**src/rtl/seq_divider_16x8.sv**
```systemverilog
// seq_divider_16x8: 16/8 unsigned restoring divider that produces one quotient bit per clock, MSB first.
module seq_divider_16x8 (
  input  logic        clk,
  input  logic        rst,
  input  logic        start,
  input  logic [15:0] A,
  input  logic [7:0]  B,
  output logic [15:0] Q,
  output logic [7:0]  R,
  output logic        busy,
  output logic        done,
  output logic        dbz
);
  typedef enum logic [1:0] {IDLE, RUN, DONE} state_t;
  state_t      r_state, w_next;
  logic        r_zero;
  logic [3:0]  r_cnt;
  logic [15:0] r_dvd;
  logic [7:0]  r_rem, r_b;
  logic [8:0]  w_pr;
  logic        w_ge, w_accept;
  logic [7:0]  w_rem;
  // A zero divisor waits one cycle in IDLE (r_zero) so its result lands one edge after start
  assign w_accept = start && ((r_state == IDLE && !r_zero) || r_state == DONE);
  assign w_pr     = {r_rem, r_dvd[15]};
  assign w_ge     = w_pr >= {1'b0, r_b};
  assign w_rem    = w_ge ? w_pr[7:0] - r_b : w_pr[7:0];
  assign busy     = r_state == RUN;
  assign done     = r_state == DONE;
  always_comb begin
    w_next = r_state == RUN ? (r_cnt == 4'd15 ? DONE : RUN)
           : r_zero ? DONE
           : (w_accept && B != 8'd0) ? RUN : IDLE;
  end
  always_ff @(posedge clk or posedge rst) begin
    if (rst) r_state <= IDLE;
    else     r_state <= w_next;
  end
  always_ff @(posedge clk or posedge rst) begin
    if (rst) begin
      r_zero <= 1'b0;
      r_cnt  <= 4'd0;
      r_dvd  <= 16'd0;
      r_rem  <= 8'd0;
      r_b    <= 8'd0;
      Q      <= 16'd0;
      R      <= 8'd0;
      dbz    <= 1'b0;
    end else begin
      r_zero <= w_accept && B == 8'd0;
      if (w_accept) begin
        r_dvd <= A;
        r_b   <= B;
        r_rem <= 8'd0;
        r_cnt <= 4'd0;
      end else if (busy) begin
        r_dvd <= {r_dvd[14:0], w_ge};
        r_rem <= w_rem;
        r_cnt <= r_cnt + 4'd1;
        if (r_cnt == 4'd15) begin
          Q   <= {r_dvd[14:0], w_ge};
          R   <= w_rem;
          dbz <= 1'b0;
        end
      end else if (r_zero) begin
        Q   <= 16'hFFFF;
        R   <= 8'h00;
        dbz <= 1'b1;
      end
    end
  end
endmodule
```
**config.mk**
```make
export PLATFORM = sky130hd
export DESIGN_NAME = seq_divider_16x8
export DESIGN_NICKNAME = d
export VERILOG_FILES = /design/src/rtl/seq_divider_16x8.sv
export SDC_FILE = /design/constraint.sdc
export NUM_CORES = 1
export LEC_CHECK = 0
export ABC_CLOCK_PERIOD_IN_PS = 3500
export BUFFER_PORTS_ARGS = -buffer_cell sky130_fd_sc_hd__buf_4
export CORE_UTILIZATION = 41
export CTS_CLUSTER_SIZE = 10
export DETAILED_ROUTE_END_ITERATION = 16
export GPL_TIMING_DRIVEN = 0
export PLACE_DENSITY_LB_ADDON = 0.2
export SLEW_MARGIN = 20
export SYNTH_ARGS = -nofsm -noshare
export SYNTH_HDL_FRONTEND = slang
export SYNTH_SLANG_ARGS = --single-unit
export TNS_END_PERCENT = 50
```
**constraint.sdc**
```tcl
create_clock -name clk -period 3.5 [get_ports clk]
set_input_delay 0.7 -clock clk [delete_from_list [all_inputs] [get_ports clk]]
set_output_delay 0.7 -clock clk [all_outputs]
set_load 0.005 [all_outputs]
```
==> impl_metrics.env <==
export IMPL_status="finished clean"
export IMPL_hold_violations=0
export IMPL_grt_pass1_wl_um=11900
export IMPL_ioPinCount=54
export IMPL_dr_pass1_iters=5
export IMPL_die_y_um=88.2
export IMPL_cts_sinks=64
export IMPL_root_buffer="clkbuf_8"
export IMPL_yosys_warnings=0
export IMPL_synth_nets=354
export IMPL_die_x_um=88.2
export IMPL_worstPathRequired_ns=2.80
export IMPL_syn_inst=317
export IMPL_grt_use_total_pct=20.7
export IMPL_synth_cell_type_count=43
export IMPL_antenna_cells=0
export IMPL_syn_area_per_cell_um2=9.62
export IMPL_slew_violations=0
export IMPL_hpwl_um=5360
export IMPL_clock_path_buffers=2
export IMPL_gp_congestion=0.796
export IMPL_finalWirelength_um=7420
export IMPL_yosys_area_share_simple_pct=16.6
export IMPL_synth_fa_ha_area_share_pct=4.35
export IMPL_cts_made_buffers=9
export IMPL_synth_compound_gate_area_share_pct=17.5
export IMPL_synthXorXnorAreaFrac_pct=2.01
export IMPL_cts_tree="yes"
export IMPL_use_met1_pct=28.8
export IMPL_synthTopCellsByCount="nand2_1 (80), dfrtp_1 (64), o21ai_0 (31)"
export IMPL_drive_gt1_share_pct=22.5
export IMPL_synth_top_family_by_area="compound AO/OA/AOI/OAI gates"
export IMPL_relSlewSlack_pct=60.5
export IMPL_fin_tns_setup_ns=0
export IMPL_timing_rr_start="r_dvd[15]"
export IMPL_rsz0062_at_grt="no"
export IMPL_port_buffers=53
export IMPL_start_kind="flip-flop"
export IMPL_fp_row_count=31
export IMPL_cp_max_fo=10
export IMPL_initial_core_util_pct=42.3
export IMPL_yosys_area_top_type="dfrtp_1"
export IMPL_arrival_ns=1.68
export IMPL_powerDensity_mw_per_mm2=1070
export IMPL_reg2reg_depth=9
export IMPL_slowest_stage="clkbuf_1"
export IMPL_synth_top_area_share_pct=52.5
export IMPL_die_area_mm2=0.00779
export IMPL_ant_nets=0
export IMPL_postCtsHoldBufs=0
export IMPL_rrSetupSlack_ns=1.13
export IMPL_synth_ff_type="dfrtp_1"
export IMPL_grt_max_degree=47
export IMPL_worstHoldPathType="in -> async"
export IMPL_avgRoutedWirePerCell_um=15.3
export IMPL_critPathCaptureType="output pin"
export IMPL_fmax_mhz=420
export IMPL_n_fill_cell=698
export IMPL_clk_pin_slew_ns=0.07
export IMPL_muxShareOfSynthArea_pct=3.16
export IMPL_cap_violations=0
export IMPL_rr_endpoint="R[6]"
export IMPL_worstPathCellList="nand2b_4 > inv_2 > clkbuf_1 > buf_4"
export IMPL_cts_resized=0
export IMPL_setup_violations=0
export IMPL_htreeDepth=3
export IMPL_first_iter_violations=173
export IMPL_remaining_drc_errors=0
export IMPL_crit_buf_inv=3
export IMPL_crit_family="buffers and inverters"
export IMPL_tightest_slew_ns=0.593
export IMPL_postCtsSetupBuffers=0
export IMPL_nets=419
export IMPL_antenna_found_initial=0
export IMPL_synth_area_leaders="dfrtp_1 (53%), nand2_1 (9.8%), o21ai_0 (5.1%), ha_1 (3.7%), a22oi_1 (3.4%)"
export IMPL_use_met3_pct=3.17
export IMPL_skew_ns=0.00740
export IMPL_slowest_delay_ns=0.46
export IMPL_ys_ff_latch=64
export IMPL_min_period_ns=2.38
export IMPL_overflow=0
export IMPL_regArea_mm2=0.00160
export IMPL_multiInputGateArea_mm2=0.00133
export IMPL_cellLeakagePower_nw=1.83
export IMPL_ir_drop_v=0.000417
export IMPL_path_class="reg -> out"
export IMPL_area_growth_syn_to_layout_pct=24.6
export IMPL_grt_busiest_layer="met2"
export IMPL_final_util_pct=52.7
export IMPL_synth_edf_count=0
export IMPL_fin_crit_sh_pct=68.1
export IMPL_drt_vias_per_instance=5.16
export IMPL_clk_latency_ns=0.34
export IMPL_seq_area_frac_synth_pct=52.5
export IMPL_synthArstFlopShare_pct=100
export IMPL_grt_use_met2_pct=32.0
export IMPL_grt_pass1_vias=2350
export IMPL_vias=2506
export IMPL_syn_cell_area_mm2=0.00305
export IMPL_core_mm2=0.00721
export IMPL_yosysMostFrequentCell="nand2_1"
sequential cells by signal, summed over array words and instances (netlist names):
register and cells:
Q 16, r_dvd 16, R 8, r_b 8, r_rem 8, r_cnt 4
r_state 2, dbz 1, r_zero 1
worst register-to-register path, delay by kind of cell, from the launching register on:
family	cells	cell delay [ns]
compound gates	2	0.53
fa+ha+maj	2	0.58
buf+inv	2	0.15
flops	1	0.38
mux	1	0.31
simple gates	2	0.29
cells in the final DEF, fill, tap and decap left out, types with 5 or more instances in the layout:
| cell type | Yosys | routed |
|---|---|---|
| xor2_1 | 5 | 5 |
| inv_1 | 12 | 11 |
| a21oi_1 | 5 | 5 |
| dfrtp_1 | 64 | 64 |
| mux2i_1 | 7 | 7 |
| clkbuf_8 | 0 | 10 |
| o21ai_0 | 31 | 31 |
| nand2b_1 | 5 | 5 |
| clkbuf_1 | 10 | 11 |
| buf_4 | 0 | 53 |
| nor2_1 | 22 | 22 |
| ha_1 | 9 | 9 |
| nand2_1 | 80 | 80 |
| a22oi_1 | 14 | 14 |
where the power goes:
group | internal [W] | leakage, nW | total [W] | switching, W
combinational | 0.000909 | 0.956 | 0.00206 | 0.00115
sequential | 0.00111 | 0.772 | 0.00135 | 0.000244
clock | 0.000347 | 0.0993 | 0.000645 | 0.000298
layer usage:
layer	wire length (um)	up-vias
met5	0	-
met4	134	0
met3	292	11
met2	3450	59
met1	3540	1208
li1	-	1228
stage by stage:
| stage | total power [W] | worst slack (ns) | hold slack (ns) | area, um^2 | instances |
|---|---|---|---|---|---|
| floorplan | 0.00275 | 1.20 | 0.446 | 3050 | 317 |
| CTS | 0.00408 | 1.13 | 0.293 | 3800 | 486 |
| global route | 0.00439 | 1.02 | 0.309 | 3800 | 486 |
| finish | 0.00406 | 1.12 | 0.293 | 3800 | 486 |
| global placement | 0.00334 | 0.345 | 0.455 | 3570 | 469 |
| detailed placement | 0.00342 | 1.19 | 0.459 | 3600 | 470 |
worst max path at each step:
stage / slack (ns) / depth (start not counted) / from / end
after floorplan: 1.20 / 1 / rst / Q[0]
after global placement: 0.35 / 2 / rst / r_b[5]
after detailed placement: 1.19 / 9 / r_dvd[15] / R[6]
after CTS: 1.13 / 4 / r_state[1] / busy
after global routing: 1.02 / 9 / r_dvd[15] / R[6]
final: 1.12 / 4 / r_state[1] / busy
kinds of logic after synthesis:
group | Yosys count
DFF | 64
buffers and inverters | 28
xor gates and xnor gates | 7
muxes | 9
AOI/OAI and AO/OA | 80
adders and majority gates | 10
and+or+nand+nor | 119
final cells by class:
class / instances / area share (%)
Buffer: 15 / 1.78
Sequential cell: 64 / 42.2
Tap cell: 99 / 3.26
Clock inverter: 5 / 1.48
Multi-Input combinational cell: 225 / 35.0
Clock buffer: 11 / 3.72
Inverter: 13 / 1.35
Timing Repair Buffer: 54 / 11.2
(Power assumes the default switching activity.)
